<file path="src/rtl/ad_ip_jesd204_tpl_dac_channel_src.sv">
// Per-channel DAC sample source: picks DDS, pattern, DMA, zero, PN7, PN15 or ramp
// and registers one beat of SAMPLES_PER_BEAT 16-bit samples per clock.
module ad_ip_jesd204_tpl_dac_channel_src #(
  parameter int SAMPLES_PER_BEAT = 4
) (
  input  logic                             link_clk,
  input  logic                             dac_rst,
  input  logic                             dac_sync,
  input  logic [3:0]                       dac_data_sel,
  input  logic [15:0]                      dac_pat_data_0,
  input  logic [15:0]                      dac_pat_data_1,
  input  logic [SAMPLES_PER_BEAT*16-1:0]   dds_data,
  input  logic [SAMPLES_PER_BEAT*16-1:0]   dma_data,
  input  logic                             dma_valid,
  output logic                             dma_ready,
  output logic [SAMPLES_PER_BEAT*16-1:0]   dac_data,
  output logic                             dac_dunf
);

  localparam int DW = SAMPLES_PER_BEAT * 16;

  localparam logic [3:0] SEL_DDS  = 4'd0;
  localparam logic [3:0] SEL_PAT  = 4'd1;
  localparam logic [3:0] SEL_DMA  = 4'd2;
  localparam logic [3:0] SEL_PN7  = 4'd6;
  localparam logic [3:0] SEL_PN15 = 4'd7;
  localparam logic [3:0] SEL_RAMP = 4'd10;

  localparam logic [6:0]  PN7_SEED  = 7'h7F;
  localparam logic [14:0] PN15_SEED = 15'h7FFF;

  logic [3:0]    sel_q, sel_d;
  logic [6:0]    pn7_q, pn7_d, pn7_use, pn7_s;
  logic [14:0]   pn15_q, pn15_d, pn15_use, pn15_s;
  logic [15:0]   ramp_q, ramp_d, ramp_use;
  logic [DW-1:0] data_q, data_d;
  logic          dunf_q, dunf_d;
  logic          restart;
  logic [DW-1:0] pn7_beat, pn15_beat, ramp_beat, pat_beat;

  assign dma_ready = !dac_rst && (dac_data_sel == SEL_DMA);
  assign dac_data  = data_q;
  assign dac_dunf  = dunf_q;

  // A select change restarts the generators exactly like a sync pulse.
  assign restart  = dac_sync || (dac_data_sel != sel_q);
  assign pn7_use  = restart ? PN7_SEED  : pn7_q;
  assign pn15_use = restart ? PN15_SEED : pn15_q;
  assign ramp_use = restart ? 16'h0000  : ramp_q;

  genvar gi;
  generate
    for (gi = 0; gi < SAMPLES_PER_BEAT; gi++) begin : g_lane
      assign ramp_beat[16*gi +: 16] = ramp_use + 16'(gi);
      assign pat_beat[16*gi +: 16]  = (gi % 2 == 0) ? dac_pat_data_0 : dac_pat_data_1;
    end
  endgenerate

  // Unrolled LFSRs: the first stream bit lands in the MSB of lane 0.
  always_comb begin
    pn7_s     = pn7_use;
    pn15_s    = pn15_use;
    pn7_beat  = '0;
    pn15_beat = '0;
    for (int k = 0; k < SAMPLES_PER_BEAT; k++) begin
      for (int b = 0; b < 16; b++) begin
        pn7_beat[16*k + 15 - b]  = pn7_s[6];
        pn15_beat[16*k + 15 - b] = pn15_s[14];
        pn7_s  = {pn7_s[5:0], pn7_s[6] ^ pn7_s[5]};
        pn15_s = {pn15_s[13:0], pn15_s[14] ^ pn15_s[13]};
      end
    end
    pn7_d  = pn7_s;
    pn15_d = pn15_s;
  end

  always_comb begin
    sel_d  = dac_data_sel;
    ramp_d = ramp_use + 16'(SAMPLES_PER_BEAT);
    data_d = '0;
    dunf_d = 1'b0;
    case (dac_data_sel)
      SEL_DDS:  data_d = dds_data;
      SEL_PAT:  data_d = pat_beat;
      SEL_DMA: begin
        if (dma_valid) data_d = dma_data;
        else           dunf_d = 1'b1;
      end
      SEL_PN7:  data_d = pn7_beat;
      SEL_PN15: data_d = pn15_beat;
      SEL_RAMP: data_d = ramp_beat;
      default:  data_d = '0;
    endcase
  end

  always_ff @(posedge link_clk) begin
    if (dac_rst) begin
      sel_q  <= 4'd0;
      pn7_q  <= PN7_SEED;
      pn15_q <= PN15_SEED;
      ramp_q <= 16'h0000;
      data_q <= '0;
      dunf_q <= 1'b0;
    end else begin
      sel_q  <= sel_d;
      pn7_q  <= pn7_d;
      pn15_q <= pn15_d;
      ramp_q <= ramp_d;
      data_q <= data_d;
      dunf_q <= dunf_d;
    end
  end

endmodule

</file>
<file path="config.mk">
export PLATFORM = sky130hd
export DESIGN_NAME = ad_ip_jesd204_tpl_dac_channel_src
export DESIGN_NICKNAME = d
export VERILOG_FILES = /design/src/rtl/ad_ip_jesd204_tpl_dac_channel_src.sv
export SDC_FILE = /design/constraint.sdc
export NUM_CORES = 1
export LEC_CHECK = 0
export BUFFER_PORTS_ARGS = -buffer_cell sky130_fd_sc_hd__buf_4
export CAP_MARGIN = 25
export CORE_ASPECT_RATIO = 1.4
export CORE_MARGIN = 3
export CORE_UTILIZATION = 48
export DETAILED_ROUTE_END_ITERATION = 12
export PLACE_DENSITY = 0.77
export SLEW_MARGIN = 20
export SYNTH_ARGS = -nofsm -noshare
export SYNTH_HDL_FRONTEND = slang
export SYNTH_SLANG_ARGS = --single-unit
</file>
<file path="constraint.sdc">
create_clock -name link_clk -period 3.3 [get_ports link_clk]
set_input_delay 0.66 -clock link_clk [delete_from_list [all_inputs] [get_ports link_clk]]
set_output_delay 0.66 -clock link_clk [all_outputs]
set_load 0.02 [all_outputs]
</file>
# ---- Word-level counts from Yosys, hierarchy flattened
# Cells that the tools add are included.
dict set report totals {
  inputBits 168
  register_bits 107
  out_inout_bits 66
  wordCells 156
}
dict set report classes {
  n_bitwise 129
  n_reduce_logical 5
  n_eq_ne 6
  add_sub_neg 4
  mux 6
}
# operator count
set op_table {}
lappend op_table {{case mux 64 bit (6 select lines)} 1}
lappend op_table {{XOR 1 bit} 128}
lappend op_table {{two-way mux 64 bit} 1}
lappend op_table {{adder 16 x 2 -> 16 bit, second input constant} 2}
lappend op_table {{adder 16 x 1 -> 16 bit, second input constant} 1}
lappend op_table {{adder 16 x 3 -> 16 bit, second input constant} 1}
lappend op_table {{two-way mux 16 bit} 1}
lappend op_table {{two-way mux 15 bit} 1}
lappend op_table {{equality test 4 x 3 -> 1 bit, second input constant} 2}
lappend op_table {{two-way mux 7 bit} 1}
lappend op_table {{equality test 4 x 1 -> 1 bit, second input constant} 1}
lappend op_table {{equality test 4 x 2 -> 1 bit, second input constant} 1}
lappend op_table {{equality test 4 bit, second input constant} 1}
lappend op_table {{logical NOT 4 bit} 1}
lappend op_table {{!= test 4 bit} 1}
lappend op_table {{OR reduction 2 bit} 1}
lappend op_table {{logical AND 1 bit} 1}
lappend op_table {{logical NOT 1 bit} 1}
lappend op_table {{logical OR 1 bit} 1}
lappend op_table {{two-way mux 1 bit} 1}
lappend op_table {{NOT 1 bit} 1}

# ---- Longest topological paths before layout
# Gate-level depths: netlist (run 1).
dict set report depth {
  ltp_word 14
  depth_mapped 14
  mapped_depth_nobuf 10
}

# ---- Worst setup path before layout (run 1)
# No wires, ideal clock.
dict set report synth_path {
  path_type {input-to-reg}
  start {input dac_data_sel[2]}
  end {register data_q[29] (netlist: dac_data[29])}
  slack_ns 0.174
  arrival_time_ns 3.064
  setup_ns 0.062
  path_stages 12
  path_buffers 2
  required_ns 3.238
  cell_sequence {buf_4 -> xnor2_1 -> nor2b_1 -> buf_2 -> nand3_1 -> inv_1 -> ha_1 -> nand3_2 -> nor4_1 -> nand4_1 -> or4_1 -> nand3_1}
}
dict set report synth_via {
  elab_cells_between_ends 17
  classes_between {add/sub: 1; eq/ne: 6; mux: 4; bitwise: 4; reduce/logical: 2}
}
# element line
set synth_lines {}
lappend synth_lines {{start: declaration} 9} ;# input logic [3:0] dac_data_sel,
lappend synth_lines {{!= test 4 bit} 46} ;# assign restart = dac_sync || (dac_data_sel != sel_q);
lappend synth_lines {{logical OR 1 bit} 46}
lappend synth_lines {{two-way mux 16 bit} 49} ;# assign ramp_use = restart ? 16'h0000 : ramp_q;
lappend synth_lines {{named net ramp_beat[1]} 39} ;# logic [DW-1:0] pn7_beat, pn15_beat, ramp_beat, pat_beat;
lappend synth_lines {{adder 16 x 1 -> 16 bit} 54} ;# assign ramp_beat[16*gi +: 16] = ramp_use + 16'(gi);
lappend synth_lines {{case mux 64 bit (6 select lines)} 82} ;# case (dac_data_sel)
lappend synth_lines {{end signal: assignment} 109} ;# data_q <= data_d;
lappend synth_lines {{end: declaration} 36} ;# logic [DW-1:0] data_q, data_d;
# The timed path passes the listed nets, and every way through them passes these cells.
# A chain may end at the register's enable or synchronous reset.

# ---- Worst setup path after layout (run 1)
dict set report layout_path {
  start {input dac_data_sel[2]}
  end {register data_q[40] (netlist: dac_data[40])}
}
dict set report layout_via {
  elab_chain_cells 10
  elab_cells_between_ends 34
  classes_between {add/sub: 1; eq/ne: 6; mux: 4; bitwise: 21; reduce/logical: 2}
}
# element line
set layout_rtl {}
lappend layout_rtl {{parallel branches: the longest is 9 deep, another holds adder 16 x 2 -> 16 bit} n/a}
lappend layout_rtl {{case mux 64 bit (6 select lines) (*)} 82}
# Every way passes the cells marked *.

==> results.json, run 1 <==
{
  "p_sw_share_pct": 31.5,
  "cts_setup_buffers": 0,
  "synth_area_mm2": 0.00776,
  "multi_input_area_mm2": 0.00504,
  "met2_usage_pct": 63.5,
  "clk_pin_slew_worst_paths_ns": 0.08,
  "top_usage_layer": "met2",
  "clockPowerShare_pct": 33.3,
  "yosysUniqueCellTypes": 66,
  "p_comb_share_pct": 23.7,
  "hpwl_mm": 26.9,
  "grt_max_degree": 57,
  "utilization_pct": 63.3,
  "cts_sinks": 107,
  "cp-start-kind": "input port",
  "initial_core_util_pct": 49.3,
  "status": "complete, no violations",
  "synth.yosys.warnings": 0,
  "ant_nets": 0,
  "hold_path.class": "input port to flip-flop",
  "skew_ns": 0.0106,
  "tightest_slew_ns": 0.881,
  "crit_arrival_ns": 3.04,
  "slew_viol_final": 0,
  "syn_inst": 913,
  "clockBufferDepth": 2,
  "internal_power_mw": 2.20,
  "seq_area_mm2": 0.00214,
  "grtUsageMet3_pct": 5.61,
  "die_w_um": 113,
  "nFillCells": 1459,
  "port_buffers": 233,
  "rsz0062_at_grt": "no",
  "setup_viol": 0,
  "die-area_mm2": 0.0177,
  "synth_edf_count": 0,
  "die_h_um": 156,
  "p_switching_mw": 1.01,
  "io_pins": 234,
  "postSynthAreaPerCell_um2": 8.50,
  "hold_buffers": 0,
  "drc_errors": 0,
  "cts.repair.resized": 0,
  "drive_gt1_share_pct": 31.1,
  "maxCapViolations": 0,
  "async_reset_ff_share_pct": 0,
  "path_cells": "buf_4 > xnor2_1 > nor2b_1 > and3_1 > ha_1 > buf_4 > and4_1 > nand3_1 > xnor2_1 > a22oi_1 > a21oi_1",
  "place_ws_ns": 0.189,
  "vias": 8602,
  "ir_drop_mv": 0.217,
  "pwr-share-seq_pct": 43.1,
  "fin_setup_tns_ns": 0,
  "grt_overflow_total": 0,
  "htreeDepth": 3,
  "worstPathRequired_ns": 3.53,
  "syn_nets": 1086,
  "crit_slowest_cell": "and4_1",
  "p_leak_nw": 3.95,
  "cpPeakStageDelay_ns": 0.40,
  "fin_nets": 1274,
  "cts-root-buf": "clkbuf_16",
  "finalCritPeriodShare_pct": 85.1,
  "grt_pass1_wl_mm": 50.8,
  "area_delta_synth_final_pct": 28.5,
  "grt_pass1_vias": 8123,
  "wl_per_cell_um": 27.1,
  "endpoint_kind": "flip-flop",
  "crit_buf_inv": 2,
  "hold_viol": 0,
  "stdcell_area_mm2": 0.00997,
  "critPathTopFamily": "simple AND/OR/NAND/NOR gates",
  "finalWorstSetupSlack_ns": 0.493,
  "wl_mm": 35.3,
  "power_density_mw_per_mm2": 322,
  "antenna_cells": 0,
  "fmax_mhz": 356,
  "gp_congestion": 1.07,
  "met1_usage_pct": 45.8,
  "synthTopCellsByArea": "dfxtp_1, xor2_1, xnor2_1",
  "synthFlopType": "dfxtp_1",
  "placed_cell_area_mm2": 0.00970,
  "dr.pass1.iters": 9,
  "path_class": "input port to flip-flop",
  "holdWs_ns": 0.454,
  "grt.total_usage_pct": 38.0,
  "core-area_mm2": 0.0157,
  "crit_fanout": 8,
  "finalCriticalPeriod_ns": 2.81,
  "grt_antenna_before_repair": 0,
  "synth_top_area_cell": "dfxtp_1",
  "synth-seq-area-share_pct": 27.6,
  "clk_latency_ns": 0.36,
  "cts_tree": "built",
  "numCtsBuffers": 9,
  "netlist.area_leader.share_pct": 27.6,
  "ys_ff_latch": 107,
  "num_rows": 54,
  "first_iter_violations": 1264,
  "vias_per_cell": 6.61,
  "slew_headroom_pct": 40.8
}
-- cell families after synthesis --
group,synth area share (%)
XOR/XNOR,21.8
adder cells (fa/ha/maj),0.806
AND/OR/NAND/NOR,15.1
flip-flops,27.6
AO/OA/AOI/OAI,23.3
multiplexers,3.50
buffers and inverters,7.85
-- cells in the mapped netlist (3+ instances only) --
cell and number:
a221oi_1 11, a222oi_1 51, a22o_1 3, a31oi_1 51
nand2b_1 5, xnor2_1 84, and3_1 5, inv_1 13
nor3_1 11, ha_1 5, dfxtp_1 107, nor4_1 13
o31ai_1 4, xor2_2 3, o31a_1 5, mux2i_1 8
nor2b_1 8, nand4_1 14, buf_4 18, or3_1 6
nor2_1 35, o21ai_0 27, o2bb2ai_1 3, or2_1 11
o21a_1 7, mux2_2 17, a32oi_1 8, nand2_1 76
nand3_1 19, buf_2 43, xor2_1 88, a22oi_1 8
o22ai_1 10, a21oi_1 25, a21o_1 15, o21ai_1 5
clkbuf_1 48, o32a_1 3
-- power by group through the flow --
stage | registers (mW) | clock network (mW) | logic (mW)
2_1_floorplan | 1.38 | 0 | 0.429
3_3_place_gp | 1.41 | 0 | 0.738
3_5_place_dp | 1.41 | 0 | 0.740
4_1_cts | 1.38 | 1.06 | 0.743
5_1_grt | 1.38 | 1.11 | 0.794
6_report | 1.38 | 1.07 | 0.759
-- cell type report --
type / instances / area share (%)
Sequential cell: 107 / 21.5
Clock inverter: 6 / 0.477
Clock buffer: 9 / 2.26
Timing Repair Buffer: 290 / 22.2
Tap cell: 196 / 2.46
Multi-Input combinational cell: 680 / 50.6
Inverter: 13 / 0.490
-- worst paths after layout --
check / cells after the start / slack, ns / startpoint / endpoint
setup reg to reg: 10 / 0.58 / sel_q[2] / dac_data[40]
hold reg to reg: 2 / 0.60 / ramp_q[0] / ramp_q[0]
hold / removal: 2 / 0.45 / dma_valid / dac_dunf
setup / recovery: 11 / 0.49 / dac_data_sel[2] / dac_data[40]
-- per-stage QoR --
stage                     power (mW)  std cells
after floorplan                 1.81        913
after global placement          2.15       1286
after detailed placement        2.15       1286
after CTS                       3.18       1301
after global routing            3.29       1301
final                           3.21       1301
-- worst register-to-register path, delay by kind of cell (launching register included) --
family / cells / cell delay [ns]
and+or+nand+nor: 4 / 1.16
xor gates and xnor gates: 2 / 0.35
adders and majority gates: 1 / 0.34
DFF: 1 / 0.31
AOI/OAI and AO/OA: 2 / 0.22
buffers and inverters: 1 / 0.21
-- sequential cells by signal (all words and copies together), names as in the netlist --
signal	count
dac_dunf	1
pn15_q	15
dac_data	64
sel_q	4
pn7_q	7
ramp_q	16
-- layout by cell type (no fill, tap or decap), drive strengths merged, types with 3 or more instances in the layout --
cell type,count
nand2b,5
or3,6
nand4,15
a22o,3
xor2,93
o21ai,32
buf,290
a21o,15
o22ai,10
and3,5
o31ai,4
a222oi,51
o21a,7
a21oi,25
a32oi,8
a22oi,8
or2,11
nor2,35
o2bb2ai,3
dfxtp,107
a31oi,51
nor3,15
o31a,5
mux2,17
nor4,14
mux2i,8
inv,16
o32a,3
clkbuf,9
xnor2,87
nand2,76
nand3,20
nor2b,8
ha,5
a221oi,11
-- per-layer routing --
| metal | wire length (um) | vias up | part of all wire (%) |
|---|---|---|---|
| li1 | - | 3710 | - |
| met1 | 12500 | 4094 | 35 |
| met4 | 2520 | 0 | 7.1 |
| met2 | 16500 | 656 | 47 |
| met3 | 3790 | 142 | 11 |
| met5 | 0 | - | 0 |
No activity file was read; power rests on OpenSTA's default activity.
==> inputs of run 2 (changes only) <==
--- a/config.mk
+++ b/config.mk
@@ -5,6 +5,7 @@
 export SDC_FILE = /design/constraint.sdc
 export NUM_CORES = 1
 export LEC_CHECK = 0
+export ABC_AREA = 1
 export BUFFER_PORTS_ARGS = -buffer_cell sky130_fd_sc_hd__buf_4
 export CAP_MARGIN = 25
 export CORE_ASPECT_RATIO = 1.4
@@ -12,6 +13,7 @@
 export CORE_UTILIZATION = 48
 export DETAILED_ROUTE_END_ITERATION = 12
 export PLACE_DENSITY = 0.77
+export SETUP_SLACK_MARGIN = 0.5
 export SLEW_MARGIN = 20
 export SYNTH_ARGS = -nofsm -noshare
 export SYNTH_HDL_FRONTEND = slang
==> run 2 against run 1 <==
Net effect: final area up 37%; hold slack improved by 0.028 ns; synthesized area is 3.4% higher; critical path type is now flip-flop to flip-flop; power rose by 44%.
==> results.json, run 2 <==
{
  "status": "complete, no violations",
  "core-area_mm2": 0.0163,
  "die_w_um": 115,
  "initial_core_util_pct": 49.2,
  "syn_nets": 1377,
  "num_rows": 55,
  "maxCapViolations": 0,
  "grt.total_usage_pct": 46.5,
  "cts-root-buf": "clkbuf_16",
  "hold_buffers": 0,
  "synth-seq-area-share_pct": 26.7,
  "drc_errors": 0,
  "cpPeakStageDelay_ns": 0.34,
  "clockPowerShare_pct": 25.0,
  "rsz0062_at_grt": "yes",
  "drive_gt1_share_pct": 50.5,
  "startpoint": "sel_q[3]",
  "rr_startpoint": "sel_q[3]",
  "utilization_pct": 83.7,
  "place_ws_ns": -0.218,
  "ir_drop_mv": 0.275,
  "tightest_slew_ns": 1.18,
  "crit_slowest_cell": "dfxtp_2",
  "grt_pass1_wl_mm": 63.9,
  "synth.yosys.warnings": 0,
  "gp_congestion": 1.09,
  "p_sw_share_pct": 39.2,
  "fmax_mhz": 308,
  "dr.pass1.iters": 8,
  "synth_edf_count": 0,
  "synth_commonest_cells": "nand2_1, inv_1, nor2_1",
  "internal_power_mw": 2.81,
  "p_leak_nw": 6.07,
  "finalWorstSetupSlack_ns": 0.0481,
  "synthTopCellsByArea": "dfxtp_1, nand2_1, inv_1",
  "hp-start": "dma_valid",
  "finalCritPeriodShare_pct": 98.5,
  "area_delta_synth_final_pct": 70.2,
  "htreeDepth": 3,
  "wl_mm": 46.7,
  "synth_most_common_cell": "nand2_1",
  "vias": 11773,
  "hold_viol": 0,
  "hold_path.class": "input port to flip-flop",
  "postSynthAreaPerCell_um2": 6.66,
  "p_comb_share_pct": 42.7,
  "cts_sinks": 107,
  "hpwl_mm": 33.6,
  "ant_nets": 0,
  "die_h_um": 159,
  "netlist.area_leader.share_pct": 26.7,
  "antenna_cells": 0,
  "slew_viol_final": 0,
  "clk_latency_ns": 0.38,
  "fin_setup_tns_ns": 0,
  "ys_ff_latch": 107,
  "finalCriticalPeriod_ns": 3.25,
  "cts_tree": "built",
  "crit_top_cell": "nand2_1",
  "synth_area_mm2": 0.00802,
  "pwr-share-seq_pct": 32.3,
  "vias_per_cell": 6.34,
  "synthFlopType": "dfxtp_1",
  "first_iter_violations": 1731,
  "power_density_mw_per_mm2": 338,
  "synth_top_area_cell": "dfxtp_1",
  "grt_max_degree": 47,
  "yosysUniqueCellTypes": 61,
  "port_buffers": 233,
  "fin_nets": 1827,
  "final_cell_mix": "buf_4, nand2_1, dfxtp_1",
  "path_cells": "inv_1 > nand2_1 > nand2_2 > nor2_4 > nand3_4 > buf_12 > buf_12 > nor2_4 > inv_4 > nand3_4 > nand2_8 > inv_6 > nor2_4 > nor2_4 > nand2_2 > nand2_2 > nand2_1 > nand2_4 > xor2_4 > nand2_1 > nand3b_1 > nand2_1 > nand2_1 > nand3_1",
  "setup_viol": 0,
  "grt_antenna_before_repair": 2,
  "grt_overflow_total": 0,
  "cp-start-kind": "flip-flop",
  "die-area_mm2": 0.0183,
  "crit_arrival_ns": 3.49,
  "crit_fanout": 7,
  "clockBufferDepth": 2,
  "endpoint_kind": "flip-flop",
  "slew_headroom_pct": 20.2,
  "grt_pass1_vias": 11107,
  "syn_inst": 1204,
  "finalNonFillerCells": 1858,
  "total_power_mw": 4.62,
  "numCtsBuffers": 9,
  "wl_per_cell_um": 25.1,
  "largest_reg_flops": 64,
  "async_reset_ff_share_pct": 0,
  "dp.cells": 1780,
  "clk_pin_slew_worst_paths_ns": 0.09,
  "skew_ns": 0.0147,
  "path_class": "flip-flop to flip-flop",
  "worstPathRequired_ns": 3.54,
  "final_common_cell": "buf_4",
  "io_pins": 234,
  "p_switching_mw": 1.81
}
==> run 2: cell count changes after synthesis, sizes merged, moves of 17 or more <==
| cell | change |
|---|---|
| nand3 | +37 |
| a221oi | +31 |
| inv | +133 |
| mux2 | -17 |
| a31oi | -30 |
| a21oi | +39 |
| xnor2 | -71 |
| buf | -58 |
| o21ai | +56 |
| nand2 | +235 |
| xor2 | -54 |
| nor2 | +111 |
| a222oi | -51 |
==> run 2: stage by stage <==
step / hold slack, ns / area [um2]
after CTS: 0.483 / 12500
final: 0.482 / 13700
after global placement: 0.452 / 11400
after global routing: 0.489 / 13700
after detailed placement: 0.452 / 11400
after floorplan: 0.428 / 8120
==> run 2: critical path, delay by kind of cell, from the launching register on <==
kind                   cells  cell delay (ns)
buffers and inverters      5             0.52
AND/OR/NAND/NOR           18             2.01
XOR/XNOR                   1             0.23
flip-flops                 1             0.34
==> run 2: logic make-up after synthesis <==
kind of cell,count (synthesis),synth area share [%]
DFF,107,26.7
xor gates and xnor gates,56,7.60
adders and majority gates,5,0.780
and+or+nand+nor,549,31.4
buffers and inverters,202,10.0
AOI/OAI and AO/OA,285,23.5
==> run 2: routing by layer <==
metal | wire, um | share of wire [%] | vias to the layer above | track usage [%]
met5 | 42 | 0.090 | - | 0
met4 | 5090 | 11 | 2 | 33.8
met3 | 5360 | 11 | 389 | 9.81
met2 | 21500 | 46 | 1052 | 76.1
met1 | 14700 | 32 | 5387 | 52.3
li1 | - | - | 4943 | -
==> run 2: power by group through the flow <==
| stage | Sequential (mW) | Combinational (mW) | Clock (mW) |
|---|---|---|---|
| after floorplan | 1.52 | 0.668 | 0 |
| after global placement | 1.50 | 1.40 | 0 |
| after detailed placement | 1.50 | 1.41 | 0 |
| after CTS | 1.48 | 1.61 | 1.13 |
| after global routing | 1.49 | 2.03 | 1.18 |
| final | 1.49 | 1.97 | 1.16 |
==> run 2: repair_timing <==
item,4_1_cts,5_1_grt
resized for setup,124,215
pin swaps,38,97
hold endpoints to repair,0,0
buffers inserted,27,34
cloned,1,0
endpoints found under the setup margin,46,64
==> run 2: final timing paths <==
path	to	slack, ns	depth (start not counted)
worst max-delay path	pn7_q[3]	0.05	24
worst min-delay path	dac_dunf	0.48	2
worst max register to register	pn7_q[3]	0.05	24
worst min register to register	ramp_q[7]	0.49	1
==> run 2: area by class of cell <==
cell class | count | area [um2]
Multi-Input combinational cell | 895 | 6390
Clock inverter | 7 | 67.6
Tap cell | 199 | 249
Timing Repair Buffer | 490 | 3940
Sequential cell | 107 | 2150
Inverter | 151 | 631
Fill cell | 1047 | 2660
Clock buffer | 9 | 225
==> inputs of run 3 (changes only) <==
--- a/config.mk
+++ b/config.mk
@@ -13,6 +13,7 @@
 export CORE_UTILIZATION = 48
 export DETAILED_ROUTE_END_ITERATION = 12
 export PLACE_DENSITY = 0.77
+export RECOVER_POWER = 100
 export SETUP_SLACK_MARGIN = 0.5
 export SLEW_MARGIN = 20
 export SYNTH_ARGS = -nofsm -noshare
==> run 3 against run 2 <==
Net effect: clock power hardly changed; die area stayed put; critical endpoint unchanged; highest routed layer unchanged; wire length hardly changed; first-iteration DRC count is 3.8% higher; setup slack better by 0.0059 ns.
==> results.json, run 3 (synthesis gave the netlist of run 2 again) <==
{
  "die_h_um": 159,
  "hold_path.class": "input port to flip-flop",
  "cts_sinks": 107,
  "grt_pass1_wl_mm": 63.9,
  "cts-root-buf": "clkbuf_16",
  "hold_viol": 0,
  "placed_cell_area_mm2": 0.0114,
  "reg2reg_slack_ns": 0.06,
  "grt_pass1_vias": 11107,
  "final_cell_mix": "buf_4, nand2_1, inv_1, dfxtp_1, nor2_1",
  "grt_overflow_total": 0,
  "path_class": "input port to flip-flop",
  "p_leak_nw": 5.73,
  "port_buffers": 233,
  "endpoint_kind": "flip-flop",
  "finalCritPeriodShare_pct": 98.4,
  "power_density_mw_per_mm2": 346,
  "cp-start-kind": "input port",
  "startpoint": "dac_data_sel[1]",
  "setup_viol": 0,
  "cts_tree": "built",
  "drive_gt1_share_pct": 44.1,
  "vias_per_cell": 6.34,
  "io_pins": 234,
  "drc_errors": 0,
  "clk_latency_ns": 0.38,
  "fin_nets": 1827,
  "first_iter_violations": 1797,
  "maxCapViolations": 0,
  "skew_ns": 0.0119,
  "hp-start": "dma_valid",
  "rr_worst_depth": 25,
  "grt_max_degree": 47,
  "die-area_mm2": 0.0183,
  "hpwl_mm": 33.6,
  "largest_reg_flops": 64,
  "rr_startpoint": "sel_q[3]",
  "rsz0062_at_grt": "yes",
  "wl_per_cell_um": 25.1,
  "slew_viol_final": 0,
  "core-area_mm2": 0.0163,
  "crit_arrival_ns": 3.49,
  "area_delta_synth_final_pct": 64.6,
  "clockBufferDepth": 2,
  "final_common_cell": "buf_4",
  "numCtsBuffers": 9,
  "status": "complete, no violations",
  "finalCriticalPeriod_ns": 3.25,
  "clk_pin_slew_worst_paths_ns": 0.09,
  "initial_core_util_pct": 49.2,
  "tightest_slew_ns": 1.06,
  "wl_mm": 46.6,
  "ant_nets": 0,
  "die_w_um": 115,
  "fmax_mhz": 308,
  "utilization_pct": 81.0,
  "crit_fanout": 7,
  "num_rows": 55,
  "whs_path_depth": 2,
  "dr.pass1.iters": 6,
  "worstPathRequired_ns": 3.55,
  "htreeDepth": 3,
  "nFillCells": 1168,
  "gp_congestion": 1.09,
  "stdcell_area_mm2": 0.0132,
  "grt.total_usage_pct": 46.5,
  "vias": 11784,
  "grt_antenna_before_repair": 2,
  "ir_drop_mv": 0.277,
  "slew_headroom_pct": 29.1
}
run 3: changes by cell type in the layout (fill, tap and decap cells not counted), moves of 5 or more:
cell	previous run	this run
o21ai_0	53	59
inv_1	99	104
nor2_1	88	93
clkbuf_1	0	77
buf_4	448	368
run 3: timing repair:
action | in CTS | in global routing
endpoints found under the setup margin | 46 | 64
resized for setup | 124 | 215
buffers inserted | 27 | 34
hold buffers | 0 | 0
pin swaps | 38 | 97
cloned | 1 | 0
run 3: worst max-delay path, cell delays in order:
cell and delay, ns:
clkbuf_1 0.13, buf_4 0.14, inv_2 0.06, nand2_1 0.06
nand3_1 0.11, nor2_4 0.19, nand4_1 0.16, buf_4 0.20
nand3_4 0.10, nand2_8 0.11, inv_6 0.08, nor2_4 0.04
nor2_4 0.16, nand2_2 0.09, nand2_2 0.08, nand2_2 0.07
nand2_4 0.12, buf_6 0.12, xor2_1 0.15, nand2_1 0.10
nand3b_1 0.23, nand2_1 0.10, nand2_1 0.11, nand3_1 0.09
run 3: area by class of cell:
class / count / area, um2 / area share, %
clock buffers: 9 / 225 / 1.71
flip-flops and latches: 107 / 2150 / 16.3
repair buffers: 490 / 3640 / 27.6
well taps: 199 / 249 / 1.89
clock inverters: 7 / 67.6 / 0.512
diodes: 1 / 2.50 / 0.0189
inverters: 151 / 628 / 4.76
multi-input cells: 895 / 6240 / 47.3
run 3: through the flow:
step / power, mW / instances / TNS, ns / setup slack [ns] / hold slack [ns]
after global placement: 2.90 / 1780 / -1.57 / -0.217 / 0.452
after detailed placement: 2.91 / 1780 / -1.97 / -0.218 / 0.452
after CTS: 4.22 / 1824 / 0 / 0.335 / 0.483
final: 4.57 / 1859 / 0 / 0.0541 / 0.482
after global routing: 4.66 / 1858 / -0.126 / -0.0751 / 0.489
after floorplan: 2.19 / 1204 / 0 / 0.106 / 0.428
run 3: power by group:
part / total, mW / switching, mW / leakage (nW) / internal, mW
Combinational: 1.93 / 1.07 / 4.71 / 0.856
Clock: 1.15 / 0.612 / 0.142 / 0.535
Sequential: 1.49 / 0.111 / 0.877 / 1.38
Total: 4.57 / 1.80 / 5.73 / 2.77
run 3: final timing paths:
path | end
setup / recovery | pn7_q[3]
hold / removal | dac_dunf
setup reg to reg | pn7_q[3]
hold reg to reg | ramp_q[7]
run 3: per-layer routing:
layer,vias to the layer above,GRT usage [%],routed length [um]
met3,407,9.81,5390
met4,2,33.8,5170
met5,-,0,13
met1,5358,52.3,14700
met2,1073,76.1,21300
li1,4944,-,-
